[src/rtl/minsoc_ram_arbiter.sv]
// minsoc_ram_arbiter
// Shares the on-chip RAM's single Wishbone slave port between two masters:
// master 0 is the CPU instruction bus and master 1 is the CPU data/debug bus.
// Ownership is granted round-robin and held for as long as the owner keeps
// CYC asserted. A per-transfer watchdog ends any strobed access that the RAM
// does not terminate within TIMEOUT cycles, so that access cannot hang the bus.
//
// Handshake: the owning master's CYC&STB form the request ("valid"). A
// transfer completes in the cycle in which ack or err is high ("ready").
// Ack and err travel back to the owner combinationally, with no added
// latency. A master that does not own the port always sees ack = err = 0.
//
// Ports
//   wb_clk_i, wb_rst_i        clock, synchronous active-high reset
//   m0_* / m1_* (inputs)      master requests: dat, adr, sel, we, cyc, stb
//   m0_dat_o / m1_dat_o       read data; both always carry s_dat_i
//   m0_ack_o .. m1_err_o      terminations; only the owner sees them
//   s_dat_o .. s_stb_o        request muxed to the RAM (all 0 when idle)
//   s_dat_i, s_ack_i, s_err_i RAM response
//   gnt_o                     one-hot owner {m1,m0}, 2'b00 = idle (FSM state)
module minsoc_ram_arbiter #(
  parameter int TIMEOUT = 255,
  parameter int CNT_W   = 8
) (
  input  logic        wb_clk_i,
  input  logic        wb_rst_i,
  input  logic [31:0] m0_dat_i,
  input  logic [31:0] m0_adr_i,
  input  logic [3:0]  m0_sel_i,
  input  logic        m0_we_i,
  input  logic        m0_cyc_i,
  input  logic        m0_stb_i,
  output logic [31:0] m0_dat_o,
  output logic        m0_ack_o,
  output logic        m0_err_o,
  input  logic [31:0] m1_dat_i,
  input  logic [31:0] m1_adr_i,
  input  logic [3:0]  m1_sel_i,
  input  logic        m1_we_i,
  input  logic        m1_cyc_i,
  input  logic        m1_stb_i,
  output logic [31:0] m1_dat_o,
  output logic        m1_ack_o,
  output logic        m1_err_o,
  output logic [31:0] s_dat_o,
  output logic [31:0] s_adr_o,
  output logic [3:0]  s_sel_o,
  output logic        s_we_o,
  output logic        s_cyc_o,
  output logic        s_stb_o,
  input  logic [31:0] s_dat_i,
  input  logic        s_ack_i,
  input  logic        s_err_i,
  output logic [1:0]  gnt_o
);

  // The encoding is the one-hot grant itself, so gnt_o is the state register.
  typedef enum logic [1:0] {
    IDLE = 2'b00,
    OWN0 = 2'b01,
    OWN1 = 2'b10
  } state_t;

  state_t           state;
  state_t           state_nxt;
  logic             last_gnt;   // 0: master 0 granted most recently, 1: master 1
  logic [CNT_W-1:0] wd_cnt;
  logic             wd_err;
  logic             cyc_mux;
  logic             stb_mux;

  // State register; last_gnt is updated on every entry into an OWN state.
  always_ff @(posedge wb_clk_i) begin
    if (wb_rst_i) begin
      state    <= IDLE;
      last_gnt <= 1'b1;
    end else begin
      state <= state_nxt;
      if (state_nxt != state) begin
        if (state_nxt == OWN0) begin
          last_gnt <= 1'b0;
        end else if (state_nxt == OWN1) begin
          last_gnt <= 1'b1;
        end
      end
    end
  end

  // Next-state logic. There is no pre-emption: the owner keeps the port until it
  // drops CYC. Handover to a waiting master happens directly, with no idle cycle.
  always_comb begin
    state_nxt = state;
    case (state)
      IDLE: begin
        if (m0_cyc_i && m1_cyc_i) begin
          state_nxt = last_gnt ? OWN0 : OWN1;
        end else if (m0_cyc_i) begin
          state_nxt = OWN0;
        end else if (m1_cyc_i) begin
          state_nxt = OWN1;
        end
      end
      OWN0: begin
        if (!m0_cyc_i) begin
          state_nxt = m1_cyc_i ? OWN1 : IDLE;
        end
      end
      OWN1: begin
        if (!m1_cyc_i) begin
          state_nxt = m0_cyc_i ? OWN0 : IDLE;
        end
      end
      default: state_nxt = IDLE;
    endcase
  end

  // Output logic: the slave mux, driven purely from the state register.
  always_comb begin
    cyc_mux = 1'b0;
    stb_mux = 1'b0;
    s_we_o  = 1'b0;
    s_sel_o = 4'h0;
    s_adr_o = 32'h0;
    s_dat_o = 32'h0;
    case (state)
      OWN0: begin
        cyc_mux = m0_cyc_i;
        stb_mux = m0_stb_i;
        s_we_o  = m0_we_i;
        s_sel_o = m0_sel_i;
        s_adr_o = m0_adr_i;
        s_dat_o = m0_dat_i;
      end
      OWN1: begin
        cyc_mux = m1_cyc_i;
        stb_mux = m1_stb_i;
        s_we_o  = m1_we_i;
        s_sel_o = m1_sel_i;
        s_adr_o = m1_adr_i;
        s_dat_o = m1_dat_i;
      end
      default: ;
    endcase
  end

  // The watchdog fires on the cycle in which the count reaches TIMEOUT. Gating
  // with ~s_ack_i means a genuine ack in that cycle takes priority.
  assign wd_err = (TIMEOUT != 0) && (wd_cnt == CNT_W'(TIMEOUT)) &&
                  cyc_mux && stb_mux && !s_ack_i;

  // STB is withheld while the watchdog fires, so the RAM cannot complete an
  // access that the master has already seen end with err.
  assign s_cyc_o = cyc_mux;
  assign s_stb_o = stb_mux & ~wd_err;

  // The count restarts whenever there is no live strobe. A fired watchdog
  // drops s_stb_o, so it also clears the count on the following edge.
  always_ff @(posedge wb_clk_i) begin
    if (wb_rst_i || (state_nxt != state) || s_ack_i || s_err_i ||
        !(s_cyc_o && s_stb_o)) begin
      wd_cnt <= '0;
    end else begin
      wd_cnt <= wd_cnt + CNT_W'(1);
    end
  end

  assign m0_dat_o = s_dat_i;
  assign m1_dat_o = s_dat_i;
  assign m0_ack_o = s_ack_i & (state == OWN0);
  assign m1_ack_o = s_ack_i & (state == OWN1);
  assign m0_err_o = (s_err_i | wd_err) & (state == OWN0);
  assign m1_err_o = (s_err_i | wd_err) & (state == OWN1);
  assign gnt_o    = state;

endmodule

[config.mk]
export PLATFORM = sky130hd
export DESIGN_NAME = minsoc_ram_arbiter
export DESIGN_NICKNAME = d
export VERILOG_FILES = /design/src/rtl/minsoc_ram_arbiter.sv
export SDC_FILE = /design/constraint.sdc
export NUM_CORES = 1
export LEC_CHECK = 0
export ABC_AREA = 1
export CORE_AREA = 3 3 122 124
export DETAILED_ROUTE_END_ITERATION = 8
export DIE_AREA = 0 0 125 127
export PLACE_DENSITY = 0.55
export SLEW_MARGIN = 30
export SYNTH_ARGS = -nofsm -noshare
export SYNTH_HDL_FRONTEND = slang
export SYNTH_SLANG_ARGS = --single-unit
[constraint.sdc]
create_clock -name wb_clk_i -period 2 [get_ports wb_clk_i]
set_input_delay 0.4 -clock wb_clk_i [delete_from_list [all_inputs] [get_ports wb_clk_i]]
set_output_delay 0.4 -clock wb_clk_i [all_outputs]
set_load 0.05 [all_outputs]
== After elaboration in Yosys (flattened, before gate mapping) ==
Index checks and enable logic that the tools add are counted.
Cells by class
  multiplexer cells: 17
  reductions and logical operators: 14
  bitwise gates (word level): 7
  eq/ne operators: 6
  $add $sub $neg: 1
Operators by type and width (number)
  case mux 32 bit (2 select lines): 2
  2-to-1 mux 2 bit: 7
  adder 8 x 1 -> 8 bit (second input constant): 1
  equality test 8 bit (second input constant): 1
  case mux 4 bit (2 select lines): 1
  case mux 1 bit (2 select lines): 3
  case mux 2 bit (3 select lines): 1
  bitwise AND 1 bit: 5
  logical AND 1 bit: 5
  equality test 2 x 1 -> 1 bit (second input constant): 2
  equality test 2 bit (second input constant): 2
  logical OR 1 bit: 4
  2-to-1 mux 1 bit: 3
  logical NOT 1 bit: 2
  logical NOT 2 bit: 1
  inequality test 2 bit: 1
  AND reduction 2 bit: 1
  nonzero test 2 bit: 1
  inverter 1 bit: 1
  bitwise OR 1 bit: 1
Word-level totals
  logic and storage cells: 48
  input port bits: 178
  flip-flop bits (word level): 11

== Logic depth before layout (Yosys ltp) ==
Gate-level depths: netlist (run 1).
  word-level depth: 10
  depth in mapped cells: 14
  mapped depth without buffers: 14

== Worst setup path before layout (run 1) ==
OpenSTA, ideal clock, no wires.
  path kind: flip-flop to output port
  start point: register state[0], in the netlist gnt_o[0]
  end point: output s_adr_o[21]
  path slack: -918 ps
  data required time: 1600 ps
  arrival time: 2518 ps
  cell stages (with the launch flop): 7
  buffers on the path: 2
  cells stage by stage: dfxtp_1 -> inv_1 -> ha_1 -> clkinv_1 -> clkbuf_1 -> buf_1 -> a21oi_1
On the way
  longest elaborated chain between the ends: 2
  elaborated cells on any way between the ends: 3
RTL lines
  from (decl): RTL line 64  | state_t state;
  from (signal assigned): RTL line 78  | state <= state_nxt;
  equality test 2 bit or equality test 2 x 1 -> 1 bit (tied branches): RTL line 125  | case (state)
  case mux 32 bit (2 select lines) *: RTL line 125
  to (decl): RTL line 46  | output logic [31:0] s_adr_o,
Mark *: on every way between the ends. The rest lies on a longest branch, timed or not.

== Worst setup path in the final report (run 1) ==
  start point: register state[0], in the netlist gnt_o[0]
  end point: output m0_err_o
On the way
  longest elaborated chain between the ends: 7
  elaborated cells on any way between the ends: 9
RTL lines
  equality test 2 bit or equality test 2 x 1 -> 1 bit (tied branches): RTL line 125, 171
  case mux 1 bit (2 select lines): RTL line 125
  logical AND 1 bit: RTL line 148  | assign wd_err = (TIMEOUT != 0) && (wd_cnt == CNT_W'(TIMEOUT)) &&
  logical AND 1 bit (2 in a row): RTL line 149  | cyc_mux && stb_mux && !s_ack_i;
  bitwise OR 1 bit: RTL line 171  | assign m0_err_o = (s_err_i | wd_err) & (state == OWN0);
  bitwise AND 1 bit *: RTL line 171
  to (decl): RTL line 35  | output logic m0_err_o,
Marked as above.

==> metrics.md, run 1 <==
| Metric | Value |
|---|---|
| Final hold violation count | `0` |
| Maximum clock frequency | `458.4 MHz` |
| CP endpoint kind | `output pin` |
| Pre-CTS setup slack | `-125.9 ps` |
| Area of the multi-input gates | `0.002200 sq mm` |
| Sequential standard cell area | `227.7 sq um` |
| Post-synthesis xor/xnor area fraction | `0.02393` |
| DP HPWL | `9.791 mm` |
| First-pass GRT wire length | `18.89 mm` |
| Diodes inserted | `0` |
| CTS tree | `done` |
| Most Frequent Cell on Critical Path | `buf_12` |
| Type of the worst min-delay path | `flip-flop to flip-flop` |
| IO buf count | `222` |
| Share of cells above drive strength 1 | `0.4613` |
| Synth top area share | `0.2735` |
| Vias | `3331` |
| Grt total ovfl | `0` |
| Crit path cell chain | `clkinvlp_4 > ha_4 > buf_12 > a22o_4 > nand2_4 > nor2_4 > o21a_4 > buf_12` |
| Yosys warnings | `0` |
| Routed Antenna Nets | `0` |
| Share of synthesized cell area in full adder, half adder and majority cells | `0.03419` |
| Yosys cell types | `25` |
| Worst EP required | `1600 ps` |
| Delay-heaviest family, CP | `compound AO/OA/AOI/OAI gates` |
| Top FF cell, synth | `dfxtp_1` |
| Failing checks | `negative setup slack` |
| CP Max Fanout | `4` |
| Initial antenna violation count | `0` |
| Fill count | `1243` |
| Clk_lat worst skew | `230 ps` |
| Setup CP Type | `flip-flop to output pin` |
| Final Total Pwr | `4.028 mW` |
| Core area | `0.01388 sq mm` |
| Register area share after synthesis | `0.1003` |
| Critical path data arrival time | `1780 ps` |
| TritonCTS Buffers | `3` |
| Asr flop ratio synth | `0` |
| Number of flops mapped to enable cells by yosys | `0` |
| Rows | `43` |
| Worst r2r src | `gnt_o[0]` |
| Cell with the most instances after synthesis | `nand2_1` |
| Gate Count Post-Synth | `397` |
| Area leader, netlist | `nand2_1` |
| Power Density | `609.3 mW/mm^2` |
| Final non-filler cell area | `0.006611 sq mm` |
| Syn Nets | `581` |
| GP Congestion | `0.8793` |
| DRC | `0` |
| Skew final | `2.466 ps` |
| Area post-placement | `0.005530 sq mm` |
| Die height | `127 um` |
| Synth Register Bits | `11` |
| Slew @ Worst Pin | `497.8 ps` |
| Worst Setup Start Kind | `flip-flop` |
| Main combinational cell family by area after synthesis | `simple AND/OR/NAND/NOR gates` |
| Avg WL per Cell | `17.10 um` |
| Nets | `779` |
| CTS max path bufs | `2` |
| Final setup fails | `73` |
| Synth area leaders | `nand2_1 (27%), buf_4 (22%), a21oi_1 (16%)` |
| Worst path buffer plus inverter count | `3` |
| Area Overhead vs Synth | `201.1%` |
| VDD IR-drop max | `0.3706 mV` |
| Static leakage | `2.244 nW` |
| Total Neg Setup Slack | `-5612 ps` |
| CTS root buf | `clkbuf_16` |
| Die width | `125 um` |
| Hold_sp | `last_gnt` |
| Critical-path top delay cell | `dfxtp_4` |
| Rel. slew slack | `0.6671` |
| Clk slew on worst S/H paths | `40 ps` |
| Setup WS post-layout | `-181.5 ps` |
| Vias in the first global route | `3450` |
| Post-DR vias/cell | `4.304` |
| Top Ports | `319` |
| CTS Sinks | `11` |
| Largest net degree at the start of global routing | `24` |
| RSZ-0062 raised after global routing | `true` |
| 1st-iter DRT viols | `92` |
| Complex-gate fraction of the synthesized area | `0.1744` |
| Final Max Tran Viols | `0` |
| Period minus WS final | `2182 ps` |
| Syn avg cell area | `5.531 sq um` |
| Pre-Repair DR Iteration Count | `4` |
| Starting Density | `0.1582` |
| Outcome | `complete, but fails checks` |
| GRT Total Usage | `0.1454` |
| Final wirelength | `13.24 mm` |
| WHS | `525.4 ps` |
| Max Cap Viol | `0` |
| CTS H-Tree Depth | `1` |
| Most frequent cells after synthesis | `nand2_1 (160), a21oi_1 (69), buf_4 (65)` |
| CP Launch Point | `gnt_o[0]` |
| DIE AREA | `0.01588 sq mm` |
| Post-synthesis mux area share | `0` |
| Area fraction in and, or, nand and nor cells after synthesis | `0.3789` |
| Synth Cell Area | `0.002196 sq mm` |
| Crit-path max cell delay | `350 ps` |
| Tcrit/Tclk final | `1.091` |
metal layers:
metal | global-route usage | vias to the layer above | part of all wire | wire length [um]
met5 | 0 | - | 0 | 0
met4 | 0.02551 | 0 | 0.016 | 216
met3 | 0.03261 | 20 | 0.077 | 1019
met2 | 0.2828 | 177 | 0.55 | 7229
met1 | 0.1632 | 1545 | 0.36 | 4772
li1 | - | 1589 | - | -
what timing repair did:
| item | CTS | global route |
|---|---|---|
| setup buffers | 11 | 5 |
| pin swaps | 40 | 25 |
| hold buffers | 0 | 0 |
| gates resized for setup | 70 | 46 |
| cloned | 6 | 7 |
| endpoints found under the setup margin | 72 | 76 |
cells by family after synthesis:
kind of cell / count (synthesis)
AOI/OAI and AO/OA: 73
xor gates and xnor gates: 6
adders and majority gates: 6
buffers and inverters: 103
DFF: 11
and+or+nand+nor: 198
registers in the layout (all words and copies together), names as in the netlist:
signal	cells
last_gnt	1
wd_cnt	8
gnt_o	2
report_power, final:
group | switching [mW] | leakage, nW | total (mW) | internal [mW]
Combinational | 1.77 | 2.12 | 3.41 | 1.65
Sequential | 0.0202 | 0.0905 | 0.259 | 0.239
Clock | 0.0888 | 0.0382 | 0.356 | 0.267
Total | 1.88 | 2.24 | 4.03 | 2.15
cell usage in the layout (no fill, tap or decap), types with 2 or more instances in the layout:
cell             count
dfxtp_1              9
buf_6                2
ha_1                 2
clkdlybuf4s50_1    146
buf_16               6
nand2_2             37
ha_4                 4
inv_2                2
nand2_4              2
buf_4               30
a21oi_4             56
nor2_2               8
xnor2_1              2
nor2_4               2
a21oi_2             13
clkbuf_16           10
nand3_1             11
buf_8                7
dfxtp_4              2
xor2_1               4
nand2_1            126
nor2_1               7
inv_1               10
buf_12              82
o21a_4               2
worst min-delay path: stages (launching register included):
cell	delay [ps]
dfxtp_1	330
nand2_1	70
nand3_1	60
final timing paths:
check | end | slack, ps | depth (start not counted)
setup reg to reg | wd_cnt[6] | 100 | 10
setup / recovery | m0_err_o | -180 | 8
hold reg to reg | last_gnt | 530 | 2
hold / removal | last_gnt | 530 | 2
layout make-up:
class,instances,area share
Sequential cell,11,0.03444
Timing Repair Buffer,280,0.5742
Inverter,16,0.01268
Multi-Input combinational cell,283,0.3327
Clock buffer,4,0.01192
Tap cell,180,0.03407
stage by stage:
step | instances | utilization
final | 774 | 0.4763
after global routing | 774 | 0.4763
after CTS | 763 | 0.4479
after detailed placement | 742 | 0.3984
after global placement | 742 | 0.3984
after floorplan | 397 | -
(Power assumes the default switching activity.)
==> inputs of run 2 (changes only) <==
Settings changed: REMOVE_ABC_BUFFERS set to 1, TNS_END_PERCENT set to 30.
==> metrics.md, run 2 (synthesis results as in run 1) <==
| Metric | Value |
|---|---|
| 1st-iter DRT viols | `157 (+71%)` |
| Type of the worst min-delay path | `flip-flop to flip-flop` |
| Slew @ Worst Pin | `260.5 ps (-237.4 ps)` |
| Post-Layout Cell Count | `754 (-2.6%)` |
| Core area | `0.01388 sq mm (unchanged)` |
| Static leakage | `1.996 nW (-11%)` |
| Rows | `43 (unchanged)` |
| Routed Antenna Nets | `0 (unchanged)` |
| Skew final | `1.582 ps (-0.8843 ps)` |
| DIE AREA | `0.01588 sq mm (unchanged)` |
| Most frequent cells in the layout | `nand2_1 (151), clkdlybuf4s50_1 (144), buf_12 (73), a21oi_2 (52), buf_4 (33)` |
| Rel. slew slack | `0.8263 (+0.1593)` |
| First-pass GRT wire length | `24.03 mm (+27%)` |
| Power Density | `586.5 mW/mm^2 (-3.8%)` |
| Fill count | `1363 (+9.7%)` |
| Largest net degree at the start of global routing | `44 (+83%)` |
| Clk slew on worst S/H paths | `40 ps (about the same)` |
| # hold bufs at CTS | `0 (unchanged)` |
| Worst Setup Start Kind | `flip-flop` |
| VDD IR-drop max | `0.4499 mV (+21%)` |
| Clk_lat worst skew | `240 ps (about the same)` |
| Crit path cell chain | `inv_6 > ha_4 > buf_12 > a22o_4 > nand2_4 > nor2_4 > o21a_1 > buf_12` |
| Final setup fails | `34 (-53%)` |
| Crit-path max cell delay | `380 ps (+30 ps)` |
| Starting Density | `0.1582 (unchanged)` |
| Max reg flops | `8 (unchanged)` |
| RSZ-0062 raised after global routing | `true` |
| DP HPWL | `14.29 mm (+46%)` |
| Most common cell after layout, fill and taps aside | `nand2_1` |
| Post-DR vias/cell | `4.430 (+2.9%)` |
| Setup CP Type | `flip-flop to output pin` |
| CTS H-Tree Depth | `1 (unchanged)` |
| Nets | `759 (-2.6%)` |
| Worst EP required | `1600 ps (about the same)` |
| Delay-heaviest family, CP | `compound AO/OA/AOI/OAI gates` |
| Final non-filler cell area | `0.005645 sq mm (-15%)` |
| Diodes inserted | `0 (unchanged)` |
| Maximum clock frequency | `478.0 MHz (+4.3%)` |
| Vias in the first global route | `3446 (-0.12%)` |
| TritonCTS Buffers | `3 (unchanged)` |
| Final Max Tran Viols | `0 (unchanged)` |
| Final Total Pwr | `3.311 mW (-18%)` |
| Finished Core Util | `0.4067 (-0.06959)` |
| Critical-path top delay cell | `dfxtp_4` |
| Setup WS post-layout | `-92.13 ps (+89.40 ps)` |
| Max Cap Viol | `0 (unchanged)` |
| CTS tree | `done` |
| Failing checks | `negative setup slack` |
| Top Ports | `319 (unchanged)` |
| IO buf count | `222 (unchanged)` |
| Most Frequent Cell on Critical Path | `buf_12` |
| Outcome | `complete, but fails checks` |
| Die width | `125 um (unchanged)` |
| Critical path data arrival time | `1690 ps (-90 ps)` |
| Largest Register | `wd_cnt` |
| Area post-placement | `0.004967 sq mm (-10%)` |
| WHS | `458.6 ps (-66.77 ps)` |
| Avg WL per Cell | `23.80 um (+39%)` |
| CTS Sinks | `11 (unchanged)` |
| GP Congestion | `0.8867 (+0.84%)` |
| Pre-Repair DR Iteration Count | `4 (unchanged)` |
| Area Overhead vs Synth | `157.1%` |
| CTS max path bufs | `2 (unchanged)` |
| Tcrit/Tclk final | `1.046 (-0.04470)` |
| GRT Total Usage | `0.2068 (+0.06145)` |
| Vias | `3340 (+0.27%)` |
| Grt total ovfl | `0 (unchanged)` |
| Worst path buffer plus inverter count | `3 (unchanged)` |
| CP endpoint kind | `output pin` |
| Die height | `127 um (unchanged)` |
| Final hold violation count | `0 (unchanged)` |
| Share of cells above drive strength 1 | `0.3798 (-0.08149)` |
| Period minus WS final | `2092 ps (-89.40 ps)` |
| Final wirelength | `17.94 mm (+36%)` |
| DRC | `0 (unchanged)` |
| CTS root buf | `clkbuf_16` |
| Placed cells | `738 (-0.54%)` |
| Initial antenna violation count | `1 (+1)` |
| CP Max Fanout | `5 (+1)` |
## run 2: power breakdown
group	switching [mW]	total (mW)	internal (mW)
Clock	0.105	0.374	0.268
Sequential	0.0215	0.260	0.239
Combinational	1.48	2.68	1.19
## run 2: path summary, 6_finish.rpt
path              from         to  slack (ps)  depth (start not counted)
min reg2reg  wd_cnt[0]  wd_cnt[0]         460                          1
min          wd_cnt[0]  wd_cnt[0]         460                          1
max           gnt_o[1]   m0_err_o         -90                          8
max reg2reg   gnt_o[0]   last_gnt         120                         14
## run 2: worst reg2reg max path, cell delays in order (launching register included)
cell	delay, ps
dfxtp_4	380
inv_4	60
ha_4	180
nand2_1	100
nand2_2	70
buf_4	130
nand2_1	50
nand3_1	100
nand2_2	100
inv_1	60
ha_1	300
inv_1	80
nand2_1	60
nand2_1	50
nand3_1	60
## run 2: layout make-up
class | instances | area [sq um] | share of cell area
multi-input cells | 283 | 1733 | 0.3070
clock buffers | 4 | 78.83 | 0.01396
well taps | 180 | 225.2 | 0.03989
flip-flops and latches | 11 | 229.0 | 0.04056
repair buffers | 260 | 3308 | 0.5860
inverters | 16 | 71.32 | 0.01263
## run 2: repair_timing
| item | CTS | global route |
|---|---|---|
| resized for setup | 88 | 20 |
| endpoints found under the hold margin | 0 | 0 |
| pin swaps | 18 | 12 |
| buffers inserted | 4 | 5 |
| gates cloned | 2 | 2 |
| endpoints found under the setup margin | 72 | 72 |
## run 2: through the flow
step | setup slack (ps) | setup TNS, ps
detailed placement | -131.3 | -443.8
CTS | -105.4 | -1738
global route | -149.4 | -4096
floorplan | -1733 | -139370
finish | -92.13 | -841.7
global placement | -112.0 | -281.9
## run 2: routing by layer
layer / wire length [um] / vias to the layer above / global-route usage
met5: 61 / - / 0.04025
met4: 722 / 4 / 0.07143
met3: 2379 / 27 / 0.1271
met2: 8897 / 210 / 0.3733
met1: 5883 / 1556 / 0.1893
li1: - / 1543 / -
==> inputs of run 3 (changes only) <==
--- a/config.mk
+++ b/config.mk
@@ -10,4 +10,5 @@
 export DETAILED_ROUTE_END_ITERATION = 8
 export DIE_AREA = 0 0 125 127
+export GPL_TIMING_DRIVEN = 0
 export PLACE_DENSITY = 0.55
 export REMOVE_ABC_BUFFERS = 1
==> constraint.sdc (replaced) <==
create_clock -name wb_clk_i -period 2 [get_ports wb_clk_i]
set_input_delay 0.2 -clock wb_clk_i [delete_from_list [all_inputs] [get_ports wb_clk_i]]
set_output_delay 0.2 -clock wb_clk_i [all_outputs]
set_load 0.05 [all_outputs]
==> metrics.md, run 3 (synthesis results as in run 1) <==
| Metric | Value |
|---|---|
| Outcome | `complete, no violations` |
| Static leakage | `1.750 nW (-12%)` |
| Largest Register | `wd_cnt` |
| Post-DR vias/cell | `4.385 (-1.0%)` |
| DP HPWL | `13.77 mm (-3.6%)` |
| DRC | `0 (unchanged)` |
| Share of cells above drive strength 1 | `0.2638 (-0.1160)` |
| WHS | `400.6 ps (-58.08 ps)` |
| Slew @ Worst Pin | `499.1 ps (+238.6 ps)` |
| 1st-iter DRT viols | `133 (-15%)` |
| CTS tree | `done` |
| Core area | `0.01388 sq mm (unchanged)` |
| Final wirelength | `18.51 mm (+3.1%)` |
| GP Congestion | `0.8656 (-2.4%)` |
| VDD IR-drop max | `0.3845 mV (-15%)` |
| Skew final | `1.936 ps (+0.3539 ps)` |
| Max reg flops | `8 (unchanged)` |
| TritonCTS Buffers | `3 (unchanged)` |
| Worst EP required | `1800 ps (+200 ps)` |
| IO buf count | `222 (unchanged)` |
| Grt total ovfl | `0 (unchanged)` |
| Final setup fails | `0 (-100%)` |
| CTS H-Tree Depth | `1 (unchanged)` |
| Clk slew on worst S/H paths | `40 ps (about the same)` |
| # hold bufs at CTS | `0 (unchanged)` |
| Critical path data arrival time | `1740 ps (+50 ps)` |
| Starting Density | `0.1582 (unchanged)` |
| Total Neg Setup Slack | `0 ps (+841.7 ps)` |
| Maximum clock frequency | `514.2 MHz (+7.6%)` |
| Setup CP Type | `flip-flop to output pin` |
| Nets | `746 (-1.7%)` |
| CTS max path bufs | `2 (unchanged)` |
| Die width | `125 um (unchanged)` |
| Clk_lat worst skew | `240 ps (about the same)` |
| Largest net degree at the start of global routing | `35 (-20%)` |
| Final Max Tran Viols | `0 (unchanged)` |
| Avg WL per Cell | `24.97 um (+4.9%)` |
| Top Ports | `319 (unchanged)` |
| Initial antenna violation count | `1 (unchanged)` |
| Finished Core Util | `0.3250 (-0.08166)` |
| Crit path cell chain | `inv_4 > ha_4 > clkinv_8 > a21oi_1 > buf_4` |
| Die height | `127 um (unchanged)` |
| Routed Antenna Nets | `0 (unchanged)` |
| Fill count | `1532 (+12%)` |
| Rows | `43 (unchanged)` |
| Final hold violation count | `0 (unchanged)` |
| GR Util met3 | `0.1162 (-0.01087)` |
| CTS Sinks | `11 (unchanged)` |
| Crit-path max cell delay | `390 ps (about the same)` |
| Type of the worst min-delay path | `primary input to output pin` |
| Period minus WS final | `1945 ps (-147.5 ps)` |
| CP endpoint kind | `output pin` |
| Tcrit/Tclk final | `0.9723 (-0.07377)` |
| Area Overhead vs Synth | `105.5%` |
| Diodes inserted | `0 (unchanged)` |
| Vias | `3249 (-2.7%)` |
| Worst Setup Start Kind | `flip-flop` |
| Most frequent cells in the layout | `nand2_1 (158), clkdlybuf4s50_1 (147), a21oi_1 (55), buf_4 (36), buf_6 (20)` |
| Critical-path top delay cell | `ha_4` |
| First-pass GRT wire length | `24.92 mm (+3.7%)` |
| RSZ-0062 raised after global routing | `true` |
| Rel. slew slack | `0.6662 (-0.1601)` |
| DIE AREA | `0.01588 sq mm (unchanged)` |
| GRT Total Usage | `0.2185 (+0.01167)` |
| CTS root buf | `clkbuf_16` |
| Max Cap Viol | `0 (unchanged)` |
| Met2 Usage GRT | `0.3945 (+0.02120)` |
| Vias in the first global route | `3379 (-1.9%)` |
| Most common cell after layout, fill and taps aside | `nand2_1` |
| Met1 Track Usage GR | `0.2191 (+0.02986)` |
| Busiest grt layer | `met2` |
| CP Max Fanout | `34 (+29)` |
| Final Total Pwr | `2.831 mW (-14%)` |
| Pre-Repair DR Iteration Count | `4 (unchanged)` |
| Power Density | `627.5 mW/mm^2 (+7.0%)` |
[run 3: cell type report]
cell class                 count  area, sq um  share of cell area
timing repair buffer         244         2379              0.5272
clock buffer                   4        78.83             0.01747
inverter                      16        78.83             0.01747
multi-input combinational    283         1481              0.3283
sequential                    11        227.7             0.05047
tap                          180        225.2             0.04992
timing repair inverter         3        41.29            0.009151
[run 3: through the flow]
step | instance area, sq um | instances | setup slack, ps
detailed placement | 4141 | 714 | -1104
global route | 4512 | 741 | -53.53
CTS | 4423 | 740 | -1.168
global placement | 4071 | 712 | -2619
finish | 4512 | 741 | 55.40
floorplan | 1624 | 310 | -1533
[run 3: critical path, delay by kind of cell, from the launching register on]
kind                     cells  cell delay, ps
adder cells (fa/ha/maj)      1             390
AO/OA/AOI/OAI                1             220
flip-flops                   1             380
buffers and inverters        3             500
[run 3: path summary, 6_finish.rpt]
path	from	slack (ps)	depth (start not counted)	to
worst min-delay path	s_dat_i[10]	400	0	m0_dat_o[10]
worst min register to register	wd_cnt[0]	460	1	wd_cnt[0]
worst max-delay path	gnt_o[0]	60	5	s_dat_o[7]
worst max register to register	gnt_o[0]	70	12	last_gnt
[run 3: timing repair]
item	4_1_cts	5_1_grt
gates resized for setup	397	106
gates cloned	5	0
endpoints found under the setup margin	84	73
pin swaps	5	3
setup buffers	17	1
[run 3: per-layer routing]
layer / part of all wire / routed length [um] / up-vias
li1: - / - / 1515
met3: 0.12 / 2234 / 20
met4: 0.027 / 507 / 4
met2: 0.51 / 9393 / 217
met1: 0.34 / 6295 / 1493
met5: 0.0040 / 74 / -
[run 3: report_power, final]
| part | switching [mW] | total, mW | leakage [nW] | internal [mW] |
|---|---|---|---|---|
| clock network | 0.0945 | 0.362 | 0.0382 | 0.267 |
| registers | 0.0206 | 0.259 | 0.0905 | 0.239 |
| logic | 1.37 | 2.21 | 1.62 | 0.838 |
| total | 1.49 | 2.83 | 1.75 | 1.34 |
